## config.mk

```make
export PLATFORM = sky130hd
export DESIGN_NAME = wptr_full_ctrl
export DESIGN_NICKNAME = d
export VERILOG_FILES = /design/src/rtl/wptr_full_ctrl.sv
export SDC_FILE = /design/constraint.sdc
export NUM_CORES = 1
export LEC_CHECK = 0
export ABC_AREA = 1
export BUFFER_PORTS_ARGS = -buffer_cell sky130_fd_sc_hd__buf_4
export CAP_MARGIN = 5
export CORE_UTILIZATION = 25
export DETAILED_ROUTE_END_ITERATION = 10
export PLACE_DENSITY = 0.49
export RECOVER_POWER = 25
export REMOVE_ABC_BUFFERS = 1
export SLEW_MARGIN = 20
export SYNTH_ARGS = -nofsm -noshare
export SYNTH_HDL_FRONTEND = slang
export SYNTH_SLANG_ARGS = --single-unit
```

## constraint.sdc

```tcl
create_clock -name wclk -period 3 [get_ports wclk]
set_clock_uncertainty 0.05 [all_clocks]
set_input_delay 0.45 -clock wclk [delete_from_list [all_inputs] [get_ports wclk]]
set_output_delay 0.45 -clock wclk [all_outputs]
set_load 0.05 [all_outputs]
```

## src/rtl/wptr_full_ctrl.sv

```systemverilog
// Write-side pointer and status logic for an asynchronous FIFO.
// It keeps a binary/Gray write pointer and registered full, almost-full, free-count and sticky overflow flags.
module wptr_full_ctrl #(
  parameter int ADDRSIZE = 4
) (
  input  logic                wclk,
  input  logic                wrst,
  input  logic                winc,
  input  logic [ADDRSIZE:0]   wq2_rptr,
  input  logic [ADDRSIZE:0]   afull_thresh,
  input  logic                wovf_clr,
  output logic [ADDRSIZE-1:0] waddr,
  output logic [ADDRSIZE:0]   wptr,
  output logic                wfull,
  output logic                walmost_full,
  output logic [ADDRSIZE:0]   wfree,
  output logic                woverflow
);

  localparam logic [ADDRSIZE:0] DEPTH_C = {1'b1, {ADDRSIZE{1'b0}}};

  function automatic logic [ADDRSIZE:0] bin2gray(input logic [ADDRSIZE:0] b);
    return (b >> 1) ^ b;
  endfunction

  function automatic logic [ADDRSIZE:0] gray2bin(input logic [ADDRSIZE:0] g);
    logic [ADDRSIZE:0] b;
    b[ADDRSIZE] = g[ADDRSIZE];
    for (int i = ADDRSIZE - 1; i >= 0; i--) begin
      b[i] = b[i+1] ^ g[i];
    end
    return b;
  endfunction

  logic [ADDRSIZE:0] wbin_r;
  logic [ADDRSIZE:0] wptr_r;
  logic              wfull_r;
  logic              walmost_full_r;
  logic [ADDRSIZE:0] wfree_r;
  logic              woverflow_r;

  logic [ADDRSIZE:0] wbinnext_s;
  logic [ADDRSIZE:0] wgraynext_s;
  logic [ADDRSIZE:0] rbin_s;
  logic [ADDRSIZE:0] used_next_s;

  // Next pointer and occupancy as they will stand after this edge.
  always_comb begin
    wbinnext_s  = wbin_r + {{ADDRSIZE{1'b0}}, (winc & ~wfull_r)};
    wgraynext_s = bin2gray(wbinnext_s);
    rbin_s      = gray2bin(wq2_rptr);
    used_next_s = wbinnext_s - rbin_s;
  end

  // Pointer and status registers; flags use next-state occupancy so they track wptr with no lag.
  always_ff @(posedge wclk) begin
    if (wrst) begin
      wbin_r         <= {(ADDRSIZE+1){1'b0}};
      wptr_r         <= {(ADDRSIZE+1){1'b0}};
      wfull_r        <= 1'b0;
      walmost_full_r <= 1'b0;
      wfree_r        <= DEPTH_C;
      woverflow_r    <= 1'b0;
    end else begin
      wbin_r         <= wbinnext_s;
      wptr_r         <= wgraynext_s;
      wfull_r        <= (used_next_s == DEPTH_C);
      walmost_full_r <= (used_next_s >= afull_thresh);
      wfree_r        <= DEPTH_C - used_next_s;
      // A new overflow outranks a simultaneous clear.
      if (winc & wfull_r) begin
        woverflow_r <= 1'b1;
      end else if (wovf_clr) begin
        woverflow_r <= 1'b0;
      end else begin
        woverflow_r <= woverflow_r;
      end
    end
  end

  assign waddr        = wbin_r[ADDRSIZE-1:0];
  assign wptr         = wptr_r;
  assign wfull        = wfull_r;
  assign walmost_full = walmost_full_r;
  assign wfree        = wfree_r;
  assign woverflow    = woverflow_r;

endmodule

```

# Word-level counts from Yosys, hierarchy flattened
# Index checks and enable logic that the tools add are counted.
# word_totals
latchBits	0
regBits	18
mem_count	0
romBits	0
input_bits	14
word_cells	22
out_inout_bits	17
mem_bits_rw	0
# op_classes
n_bitwise	8
muxes	2
shifts	0
n_eq_ne	1
n_reduce_logical	1
multipliers	0
n_addsub	3
magnitude_cmp	1
div	0
# ops
op	n
$add A5 B1 Y5	1
$eq A5 B5 Y1 const B	1
$ge A5 B5 Y1	1
$sub A5 B5 Y5	1
$sub A5 B5 Y5 const A	1
$xor A4 B5 Y5	1
$xor A1 B1 Y1	4
$and A1 B1 Y1	2
$mux W1	2
$reduce_bool A2 Y1	1
$not A1 Y1	1

# Depth between registers and ports, before layout
# Gate-level depths: netlist of the first run.
# logic_depth
ltp_word	6
ltp_mapped	20
ltp_nobuf	20

# Worst setup path before layout of the first run
# OpenSTA, ideal clock, no wires.
# synth_timing
path_type	flip-flop to flip-flop
startpoint	reg wfull_r, in the netlist wfull
endpoint	reg walmost_full_r, in the netlist walmost_full
path_stages_with_launch	16
arrival_ns	2.859
period_less_slack_ns	3.028
path_buffers	0
setup_ns	0.118
path_slack_ns	-0.028
required_ns	2.832
cell_sequence	dfxtp_1 nor2_1 ha_1 ha_1 xnor2_1 inv_1 ha_1 nand2_1 o21a_1 nand3b_1 nand2_1 ha_1 a21oi_1 o21ai_0 nor2_1 nor2_1
# synth_between
elab_chain_len	5
# synth_lines
item	line_no	source
start: declaration	37	logic wfull_r;
start signal: assignment	67	wfull_r <= (used_next_s == DEPTH_C);
$not A1 Y1	49	wbinnext_s = wbin_r + {{ADDRSIZE{1'b0}}, (winc & ~wfull_r)};
$and A1 B1 Y1	49	
$add A5 B1 Y5	49	
via wbinnext_s[2]	42	logic [ADDRSIZE:0] wbinnext_s;
$sub A5 B5 Y5	52	used_next_s = wbinnext_s - rbin_s;
$ge A5 B5 Y1	68	walmost_full_r <= (used_next_s >= afull_thresh);
end signal: assignment	68	
end: declaration	38	logic walmost_full_r;
# The timed path passes the listed nets, and every way through them passes these cells.
# A chain may end at the register's enable or synchronous reset.

# Final worst setup path of the first run
# Same ends and word-level chain as after synthesis.

==> results.tsv, run 1 <==
stage	metric	value	unit
run_status	run status	finished clean	
min_path	Worst Hold Class	input pin to flop	
drt	overall routed net length	2237	um
drt	DR vias	963	
timing	relative max-transition margin	0.5976	
critical_path	crit path max-delay cell type	sky130_fd_sc_hd__ha_1	
pwr	pwr dens	570.0	nW/um^2
cts	clock latency on the worst-skew pair	0.25	ns
drt	count of routing violations after the opening detailed-route iteration	14	
cts	H-tree lvl count	1	
critical_path	reg-to-reg critical path endpoint	walmost_full	
grt	final global-route overflow total	0	
placement	IO buf count	30	
critical_path	endpoint type of the worst setup path	flop	
cts	clock sink total	17	
cts	CTS tree	built	
critical_path	cell family with most CP delay	adder cells	
layout	layout cells sized above 1	0.2778	
pwr	worst-case vdd ir drop	0.0001986	V
synth	Post-Synthesis Cells	140	
critical_path	critical path buffer and inverter count	1	
layout	Syn-to-layout area delta	35.29	%
run	Max Cap Violations	0	
grt	antenna violations before repair	0	
drt	number of nets still failing antenna checks after routing	0	
layout	most used cells in the layout excluding fill and tap cells	sky130_fd_sc_hd__buf_4 (31), sky130_fd_sc_hd__nand2_1 (28), sky130_fd_sc_hd__inv_1 (25), sky130_fd_sc_hd__dfxtp_1 (17), sky130_fd_sc_hd__ha_1 (13)	
timing	Worst Setup Slack, final	0.2256	ns
die	effective utilization at floorplan	0.2615	
placement	number of placed instances, taps included	226	
grt	pin count of the biggest net entering global routing	13	
cts	maximum number of buffers from clock root to sink	2	
synth	Yosys top cell area share	0.3254	
layout	Ant. Diodes	0	
cts	total CTS buffers	3	
timing	time the worst path needs with I/O delays and setup	2.774	ns
critical_path	arrival time at the worst endpoint	2.87	ns
grt	total routing usage reported by global routing	0.1189	
min_path	worst hold endpoint	woverflow	
timing	peak clock frequency supported by timing	360.4	MHz
drt	DR WL/cell	9.726	um
synth	cell area after technology mapping	1046	sq um
synth	post-synthesis register bit count	17	
die	number of top-level pins	31	
critical_path	largest stage delay on the critical path	0.34	ns
timing	actual slew at the worst max-slew pin	0.6062	ns
layout	number of cells in the finished layout apart from fillers	230	
layout	fill count	445	
synth	sequential fraction of the synthesis area	0.3254	
synth	post-synthesis cell type count	24	
grt	first-pass GRT wire length	3919	um
placement	DP Wirelength	1977	um
cts	setup bufs post-CTS	0	
drt	Post-route DRC	0	
timing	number of failing setup endpoints in the final timing report	0	
critical_path	flop-to-flop setup slack	0.23	ns
min_path	startpoint of the lowest-slack hold path	wovf_clr	
cts	root buffer selected by CTS	sky130_fd_sc_hd__clkbuf_8	
synth	Syn Area/Cell	7.471	sq um
critical_path	Worst R2R Path Depth	15	
critical_path	Critical R2R Launch	wfull	
critical_path	critical path cell sequence	nor2_1 -> ha_1 -> nand3_2 -> xor2_4 -> inv_2 -> ha_1 -> a21oi_1 -> o21a_1 -> nand3b_1 -> nand2_1 -> ha_1 -> a21oi_1 -> o21ai_0 -> nor2_1 -> nor2_1	
timing	final-report max-slew violation count	0	
layout	most frequent standard cell in the layout excluding fill and tap cells	sky130_fd_sc_hd__buf_4	
grt	vias in the first global route	959	
die	core region area	4000	sq um
timing	part of the cycle the worst path needs	0.9248	
die	die height	66.69	um
synth	biggest area consumer among synthesized cells	sky130_fd_sc_hd__dfxtp_1	
die	die footprint	4447	sq um
placement	worst slack after detailed placement	-0.03880	ns
timing	hold violation total from the final report	0	
die	Std-Cell Rows	23	
timing	setup repair after global routing missed its margin	no	
critical_path	kind of launch point of the worst setup path	flop	
cts	Clock Pin Slew Worst Setup and Hold Paths	0.06	ns
critical_path	peak fanout along the critical path	4	
drt	DR vias/cell	4.187	
synth	number of warning messages in the yosys log	0	
layout	Nets	209	
pwr	leakage power of the design	0.7537	nW
placement	Final GP Congestion	0.7805	
synth	main area contributors after synthesis	sky130_fd_sc_hd__dfxtp_1 (33%), sky130_fd_sc_hd__ha_1 (16%), sky130_fd_sc_hd__nand2_1 (10%), sky130_fd_sc_hd__inv_1 (9.0%), sky130_fd_sc_hd__nor2_1 (4.3%)	
critical_path	classification of the worst setup path	flop to flop	
min_path	count of cells along the worst hold path	4	
die	x dimension of the die	66.69	um
drt	1st-pass router iterations	4	
critical_path	CP required	3.10	ns
[routing by layer]
metal  vias up  routed length, um  track usage
met4         0                 30      0.07181
li1        516                  -            -
met3         3                 48     0.005137
met2        14               1159       0.2222
met5         -                  0            0
met1       430                999       0.1302
[cell usage after synthesis]
master	instances
sky130_fd_sc_hd__nand2_1	28
sky130_fd_sc_hd__inv_1	25
sky130_fd_sc_hd__dfxtp_1	17
sky130_fd_sc_hd__ha_1	13
sky130_fd_sc_hd__nor2_1	12
sky130_fd_sc_hd__a21oi_1	8
sky130_fd_sc_hd__nand3_1	8
sky130_fd_sc_hd__inv_2	4
sky130_fd_sc_hd__nor2_2	4
sky130_fd_sc_hd__o21ai_1	3
sky130_fd_sc_hd__nand2_2	2
sky130_fd_sc_hd__nand3_2	2
sky130_fd_sc_hd__nand4_1	2
sky130_fd_sc_hd__o21ai_0	2
sky130_fd_sc_hd__buf_2	1
sky130_fd_sc_hd__fa_1	1
sky130_fd_sc_hd__nand3b_1	1
sky130_fd_sc_hd__nor2_4	1
sky130_fd_sc_hd__nor3_2	1
sky130_fd_sc_hd__o21a_1	1
sky130_fd_sc_hd__or2_1	1
sky130_fd_sc_hd__xnor2_1	1
sky130_fd_sc_hd__xnor2_2	1
sky130_fd_sc_hd__xor2_2	1
[cell families after synthesis]
logic type	share of synthesized area
buffers and inverters	0.1088
AND/OR/NAND/NOR	0.2823
XOR/XNOR	0.03948
flip-flops	0.3254
AO/OA/AOI/OAI	0.06938
adder cells (fa/ha/maj)	0.1746
[worst max path at each step]
stage | startpoint | endpoint | slack (ns) | cells after the start
floorplan | wfull | walmost_full | -0.02 | 15
global placement | wq2_rptr[4] | walmost_full | 0.06 | 19
detailed placement | winc | walmost_full | -0.04 | 17
CTS | wfull | walmost_full | 0.19 | 15
global route | wfull | walmost_full | 0.0003 | 15
finish | wfull | walmost_full | 0.23 | 15
[state kept, by name, summed over array words and instances (netlist names)]
register	cells
walmost_full	1
wfull	1
wbin_r	5
wptr	4
wfree	5
woverflow	1
[metrics by stage]
stage          hold slack, ns  instance area (sq um)  utilization  setup TNS [ns]  power, mW
2_1_floorplan          0.4667                   1041            -        -0.02089     0.5365
5_1_grt                0.4214                   1415       0.3538               0     0.8656
4_1_cts                0.3910                   1426       0.3566               0     0.8283
3_3_place_gp           0.4045                   1381       0.3453               0     0.6504
3_5_place_dp           0.4104                   1381       0.3453        -0.03880     0.6600
6_report               0.3894                   1415       0.3538               0     0.8065
[report_power, final]
group / total (mW) / leakage, nW / switching (mW) / internal, mW
clock: 0.169 / 0.0228 / 0.0747 / 0.0942
sequential: 0.264 / 0.140 / 0.00925 / 0.255
combinational: 0.373 / 0.591 / 0.246 / 0.127
total: 0.807 / 0.754 / 0.330 / 0.477
[layout make-up]
class / instances / area (sq um) / share of cell area
sequential: 17 / 340.3 / 0.2405
inverter: 29 / 108.9 / 0.07692
timing repair buffer: 37 / 255.2 / 0.1804
clock buffer: 4 / 45.04 / 0.03183
multi-input combinational: 93 / 603.1 / 0.4262
tap: 50 / 62.56 / 0.04421
[what timing repair did]
action | 4_1_cts | 5_1_grt
gates resized for setup | 0 | 1
hold buffers | 0 | 0
setup endpoints to repair | 0 | 1
[tightest hold or removal path, delay by kind of cell]
kind                   cells  cell delay, ns
and+or+nand+nor            1            0.04
buffers and inverters      2            0.10
AOI/OAI and AO/OA          1            0.05
No activity file was read; power rests on OpenSTA's default activity.
==> run 2, diff against run 1 <==
--- a/config.mk
+++ b/config.mk
@@ -5,7 +5,6 @@
 export SDC_FILE = /design/constraint.sdc
 export NUM_CORES = 1
 export LEC_CHECK = 0
-export ABC_AREA = 1
 export BUFFER_PORTS_ARGS = -buffer_cell sky130_fd_sc_hd__buf_4
 export CAP_MARGIN = 5
 export CORE_UTILIZATION = 25
==> constraint.sdc (replaced) <==
create_clock -name wclk -period 3.3 [get_ports wclk]
set_clock_uncertainty 0.05 [all_clocks]
set_input_delay 0.495 -clock wclk [delete_from_list [all_inputs] [get_ports wclk]]
set_output_delay 0.495 -clock wclk [all_outputs]
set_load 0.05 [all_outputs]
==> run 2 against run 1 <==
Compared with the run above:
- worst hold slack better by 0.033 ns
- synthesized area down 11%
- critical path depth is 1 higher
- sequential cell count stayed put
- non-clock buffer count fell by 4
- combinational power up 12%
- final area fell by 12%
- sequential power decreased by 5%
- die area decreased by 11%
- synthesized cell count fell by 29%
- critical path type is now input pin to flop
- highest routed layer unchanged
==> results.tsv, run 2 <==
stage	metric	value	unit
timing	setup repair after global routing missed its margin	no	
min_path	Worst Hold Class	flop to flop	
synth	most common cell in the netlist	sky130_fd_sc_hd__dfxtp_1	
grt	final global-route overflow total	0	
drt	overall routed net length	1703	um
placement	Final GP Congestion	0.7879	
synth	top cells by count, synth	sky130_fd_sc_hd__dfxtp_1 (17), sky130_fd_sc_hd__ha_1 (13), sky130_fd_sc_hd__nor2_1 (13)	
cts	clock sink total	17	
cts	clock latency on the worst-skew pair	0.24	ns
die	core region area	3442	sq um
layout	layout cells sized above 1	0.2687	
layout	Ant. Diodes	0	
synth	asr flop ratio synth	0	
layout	Syn-to-layout area delta	34.64	%
critical_path	largest stage delay on the critical path	0.40	ns
timing	peak clock frequency supported by timing	333.7	MHz
timing	time the worst path needs with I/O delays and setup	2.997	ns
synth	Syn Area/Cell	9.378	sq um
synth	main area contributors after synthesis	sky130_fd_sc_hd__dfxtp_1 (37%), sky130_fd_sc_hd__ha_1 (18%), sky130_fd_sc_hd__xor2_1 (6.6%), sky130_fd_sc_hd__xnor2_1 (5.7%), sky130_fd_sc_hd__nor2_1 (5.3%)	
run	Max Cap Violations	0	
drt	1st-pass router iterations	4	
synth	Yosys top cell area share	0.3666	
grt	pin count of the biggest net entering global routing	19	
drt	DR WL/cell	9.461	um
critical_path	endpoint type of the worst setup path	flop	
synth	post-synthesis cell type count	21	
synth	Post-Synthesis Cells	99	
synth	sequential fraction of the synthesis area	0.3666	
critical_path	peak fanout along the critical path	3	
grt	total routing usage reported by global routing	0.09544	
placement	DP Wirelength	1410	um
critical_path	critical path cell sequence	buf_4 -> xnor2_2 -> xor2_2 -> xor2_2 -> xnor2_1 -> ha_1 -> fa_1 -> inv_1 -> a21o_1 -> a21oi_1 -> xnor2_1 -> ha_1 -> nand4_1 -> a21oi_1 -> nor2_1 -> a21oi_1	
cts	maximum number of buffers from clock root to sink	2	
critical_path	critical path buffer and inverter count	2	
timing	part of the cycle the worst path needs	0.9082	
cts	Clock Pin Slew Worst Setup and Hold Paths	0.06	ns
timing	actual slew at the worst max-slew pin	0.5990	ns
pwr	leakage power of the design	0.6225	nW
cts	total CTS buffers	3	
placement	worst slack after detailed placement	-0.02763	ns
synth	number of warning messages in the yosys log	0	
critical_path	classification of the worst setup path	input pin to flop	
synth	biggest area consumer among synthesized cells	sky130_fd_sc_hd__dfxtp_1	
layout	most used cells in the layout excluding fill and tap cells	sky130_fd_sc_hd__buf_4 (25), sky130_fd_sc_hd__dfxtp_1 (17), sky130_fd_sc_hd__nor2_1 (13), sky130_fd_sc_hd__ha_1 (13), sky130_fd_sc_hd__inv_1 (12)	
timing	number of failing setup endpoints in the final timing report	0	
layout	Nets	163	
synth	prevailing post-synth register cell	sky130_fd_sc_hd__dfxtp_1	
cts	CTS tree	built	
cts	count of hold buffers inserted by post-cts repair	0	
grt	vias in the first global route	740	
cts	H-tree lvl count	1	
drt	DR vias	726	
die	Std-Cell Rows	21	
die	die footprint	3961	sq um
layout	most frequent standard cell in the layout excluding fill and tap cells	sky130_fd_sc_hd__buf_4	
placement	IO buf count	30	
drt	number of nets still failing antenna checks after routing	0	
critical_path	arrival time at the worst endpoint	3.08	ns
synth	number of enable-type register cells in the synthesized netlist	0	
run_status	run status	finished clean	
critical_path	kind of launch point of the worst setup path	input pin	
die	effective utilization at floorplan	0.2697	
timing	relative max-transition margin	0.6024	
synth	post-synthesis register bit count	17	
synth	cell area after technology mapping	928.4	sq um
die	die height	62.94	um
critical_path	crit path max-delay cell type	sky130_fd_sc_hd__fa_1	
critical_path	Most Frequent Cell on Critical Path	sky130_fd_sc_hd__a21oi_1	
cts	setup bufs post-CTS	0	
timing	final-layout setup total negative slack	0	ns
die	number of top-level pins	31	
drt	count of routing violations after the opening detailed-route iteration	9	
critical_path	CP required	3.38	ns
timing	final-report max-slew violation count	0	
cts	root buffer selected by CTS	sky130_fd_sc_hd__clkbuf_8	
timing	hold violation total from the final report	0	
drt	DR vias/cell	4.033	
grt	antenna violations before repair	0	
pwr	worst-case vdd ir drop	0.0002166	V
pwr	overall power of the completed layout	0.8174	mW
critical_path	cell family with most CP delay	XOR/XNOR gates	
pwr	pwr dens	653.9	nW/um^2
timing	Worst Setup Slack, final	0.3030	ns
drt	Post-route DRC	0	
grt	first-pass GRT wire length	3001	um
cts	CTS resizes	0	
die	x dimension of the die	62.94	um
-- run 2: worst register-to-register path, stage by stage, from the launching register on --
cell	delay, ns
sky130_fd_sc_hd__dfxtp_1	0.35
sky130_fd_sc_hd__nor2b_1	0.06
sky130_fd_sc_hd__ha_1	0.20
sky130_fd_sc_hd__ha_1	0.38
sky130_fd_sc_hd__inv_1	0.10
sky130_fd_sc_hd__fa_1	0.46
sky130_fd_sc_hd__inv_1	0.07
sky130_fd_sc_hd__a21o_1	0.10
sky130_fd_sc_hd__a21oi_1	0.07
sky130_fd_sc_hd__xnor2_1	0.28
sky130_fd_sc_hd__ha_1	0.30
sky130_fd_sc_hd__nand4_1	0.10
sky130_fd_sc_hd__a21oi_1	0.05
sky130_fd_sc_hd__nor2_1	0.08
sky130_fd_sc_hd__a21oi_1	0.07
-- run 2: final timing paths --
path / start / to / slack (ns) / cells after the start
setup / recovery: wq2_rptr[4] / walmost_full / 0.30 / 16
hold / removal: woverflow / woverflow / 0.42 / 2
setup reg to reg: wfull / walmost_full / 0.49 / 14
hold reg to reg: woverflow / woverflow / 0.42 / 2
-- run 2: layout make-up --
| class | instances | area, sq um |
|---|---|---|
| sequential | 17 | 340.3 |
| inverter | 12 | 45.04 |
| clock inverter | 1 | 5.005 |
| multi-input combinational | 68 | 535.5 |
| clock buffer | 3 | 41.29 |
| fill | 373 | 2192 |
| timing repair buffer | 33 | 225.2 |
| tap | 46 | 57.56 |
-- run 2: cells by family (layout without fill, tap and decap cells) --
family | count (synthesis) | in the layout | synth area share
and+or+nand+nor | 27 | 27 | 0.1348
xor gates and xnor gates | 16 | 16 | 0.1752
DFF | 17 | 17 | 0.3666
buffers and inverters | 14 | 49 | 0.05660
muxes | 1 | 1 | 0.01213
adders and majority gates | 14 | 14 | 0.1968
AOI/OAI and AO/OA | 10 | 10 | 0.05796
-- run 2: where the power goes --
part,switching (mW),total (mW),internal (mW)
registers,0.0102,0.251,0.241
clock network,0.0643,0.148,0.0833
logic,0.267,0.419,0.152
-- run 2: metal layers --
metal,global-route usage,up-vias,part of all wire
met3,0.02007,2,0.048
met2,0.1680,17,0.48
met5,0,-,0
met1,0.1088,325,0.46
li1,-,382,-
met4,0.04360,0,0.017
-- run 2: stage by stage --
step	instances	cell area, sq um	hold slack [ns]	utilization
after floorplan	97	920.9	0.5117	-
after global placement	176	1226	0.4037	0.3562
after detailed placement	176	1226	0.4180	0.3562
after CTS	180	1272	0.4282	0.3697
after global routing	180	1250	0.4543	0.3631
final	180	1250	0.4220	0.3631
==> run 3, diff against run 2 <==
--- a/config.mk
+++ b/config.mk
@@ -9,7 +9,7 @@
 export CAP_MARGIN = 5
 export CORE_UTILIZATION = 25
 export DETAILED_ROUTE_END_ITERATION = 10
-export PLACE_DENSITY = 0.49
+export PLACE_DENSITY = 0.53
 export RECOVER_POWER = 25
 export REMOVE_ABC_BUFFERS = 1
 export SLEW_MARGIN = 20
==> run 3 against run 2 <==
Compared with the run above:
- total power up 0.77%
- largest cell class unchanged
- critical path type unchanged
- worst hold slack better by 0.0049 ns
- routed wire length shrank 0.76%
- non-clock buffer count increased by 1
==> results.tsv, run 3 (same netlist as run 2, synthesis figures left out) <==
stage	metric	value	unit
pwr	combinational power share	0.514	
layout	layout cells sized above 1	0.2741	
layout	most frequent standard cell in the layout excluding fill and tap cells	sky130_fd_sc_hd__buf_4	
grt	vias in the first global route	703	
die	die footprint	3961	sq um
layout	Nets	164	
drt	DR vias	723	
critical_path	kind of launch point of the worst setup path	input pin	
critical_path	critical path buffer and inverter count	2	
timing	peak clock frequency supported by timing	337.3	MHz
drt	1st-pass router iterations	2	
placement	worst slack after detailed placement	0.03466	ns
grt	first-pass GRT wire length	2980	um
run_status	run status	finished clean	
drt	number of nets still failing antenna checks after routing	0	
layout	Syn-to-layout area delta	35.45	%
layout	number of cells in the finished layout apart from fillers	181	
pwr	portion of total power attributed to the clock network	0.181	
critical_path	critical path cell sequence	buf_4 -> xnor2_2 -> xor2_2 -> xor2_2 -> xnor2_1 -> ha_1 -> fa_1 -> inv_1 -> a21o_1 -> a21oi_1 -> xnor2_1 -> ha_1 -> nand4_1 -> a21oi_1 -> nor2_1 -> a21oi_1	
layout	fill count	376	
pwr	internal power summed over all cells	0.4819	mW
cts	CTS resizes	0	
cts	count of hold buffers inserted by post-cts repair	0	
pwr	part of the total power dissipated in sequential elements	0.305	
critical_path	classification of the worst setup path	input pin to flop	
timing	part of the cycle the worst path needs	0.8985	
timing	final-report max-slew violation count	0	
pwr	net switching component of the power	0.3417	mW
timing	final-layout setup total negative slack	0	ns
die	core region area	3442	sq um
cts	setup bufs post-CTS	0	
pwr	worst-case vdd ir drop	0.0001711	V
timing	time the worst path needs with I/O delays and setup	2.965	ns
placement	number of placed instances, taps included	177	
cts	H-tree lvl count	1	
grt	total routing usage reported by global routing	0.09502	
cts	clock latency on the worst-skew pair	0.24	ns
timing	actual slew at the worst max-slew pin	0.6015	ns
critical_path	crit path max-delay cell type	sky130_fd_sc_hd__fa_1	
drt	overall routed net length	1690	um
pwr	switching share of power	0.4149	
placement	Area after DPL	1234	sq um
placement	IO buf count	30	
drt	Post-route DRC	0	
timing	Worst Setup Slack, final	0.3351	ns
critical_path	Worst R2R Path Depth	12	
critical_path	CP required	3.38	ns
timing	hold violation total from the final report	0	
critical_path	arrival time at the worst endpoint	3.05	ns
drt	DR vias/cell	3.994	
timing	number of failing setup endpoints in the final timing report	0	
run	Max Cap Violations	0	
pwr	leakage power of the design	0.6274	nW
placement	DP Wirelength	1407	um
timing	relative max-transition margin	0.6007	
cts	total CTS buffers	3	
die	die height	62.94	um
critical_path	peak fanout along the critical path	3	
pwr	pwr dens	655.0	nW/um^2
critical_path	endpoint type of the worst setup path	flop	
die	Std-Cell Rows	21	
drt	count of routing violations after the opening detailed-route iteration	1	
critical_path	cell family with most CP delay	XOR/XNOR gates	
die	number of top-level pins	31	
layout	most used cells in the layout excluding fill and tap cells	sky130_fd_sc_hd__buf_4 (26), sky130_fd_sc_hd__dfxtp_1 (17), sky130_fd_sc_hd__nor2_1 (13), sky130_fd_sc_hd__ha_1 (13), sky130_fd_sc_hd__inv_1 (12)	
critical_path	largest stage delay on the critical path	0.40	ns
cts	CTS tree	built	
min_path	Worst Hold Class	flop to flop	
drt	DR WL/cell	9.337	um
layout	Ant. Diodes	0	
cts	clock sink total	17	
critical_path	Most Frequent Cell on Critical Path	sky130_fd_sc_hd__a21oi_1	
timing	worst hold margin	0.4270	ns
min_path	count of cells along the worst hold path	2	
timing	setup repair after global routing missed its margin	no	
critical_path	Stages on worst setup path	16	
grt	final global-route overflow total	0	
die	x dimension of the die	62.94	um
cts	root buffer selected by CTS	sky130_fd_sc_hd__clkbuf_8	
grt	antenna violations before repair	0	
cts	Clock Pin Slew Worst Setup and Hold Paths	0.07	ns
pwr	overall power of the completed layout	0.8237	mW
cts	maximum number of buffers from clock root to sink	2	
layout	Final Cell Area	1257	sq um
placement	Final GP Congestion	0.7354	
grt	pin count of the biggest net entering global routing	19	
die	effective utilization at floorplan	0.2697	
layout	post-route core utilization	0.3653	
-- run 3: cell count changes in the layout (fill, tap and decap cells not counted) --
cell	before	now
sky130_fd_sc_hd__buf_4	25	26
-- run 3: area by class of cell --
cell class              count  area [sq um]  area share
well taps                  46         57.56     0.04577
clock inverters             1         5.005    0.003980
flip-flops and latches     17         340.3      0.2706
inverters                  12         45.04     0.03582
repair buffers             34         232.7      0.1851
clock buffers               3         41.29     0.03284
multi-input cells          68         535.5      0.4259
-- run 3: path summary, 6_finish.rpt --
path / endpoint / slack, ns / start
max: walmost_full / 0.34 / wq2_rptr[4]
min: woverflow / 0.43 / woverflow
max reg2reg: walmost_full / 0.55 / wfull
min reg2reg: woverflow / 0.43 / woverflow
-- run 3: worst register-to-register path: cells and delay by family, from the launching register on --
| family | cells | cell delay [ns] |
|---|---|---|
| adders and majority gates | 4 | 1.09 |
| xor gates and xnor gates | 2 | 0.49 |
| AOI/OAI and AO/OA | 3 | 0.40 |
| DFF | 1 | 0.35 |
| and+or+nand+nor | 3 | 0.26 |
-- run 3: routing by layer --
metal,vias up,global-route usage,share of wire
met5,-,0,0
met2,19,0.1505,0.44
met1,317,0.1186,0.49
li1,385,-,-
met4,0,0.04360,0.011
met3,2,0.02555,0.054
-- run 3: power by group through the flow --
| stage | Combinational, mW | Sequential, mW | Clock (mW) |
|---|---|---|---|
| floorplan | 0.196 | 0.379 | 0 |
| global placement | 0.439 | 0.255 | 0 |
| detailed placement | 0.444 | 0.257 | 0 |
| CTS | 0.445 | 0.253 | 0.155 |
| global route | 0.470 | 0.255 | 0.166 |
| finish | 0.423 | 0.251 | 0.149 |
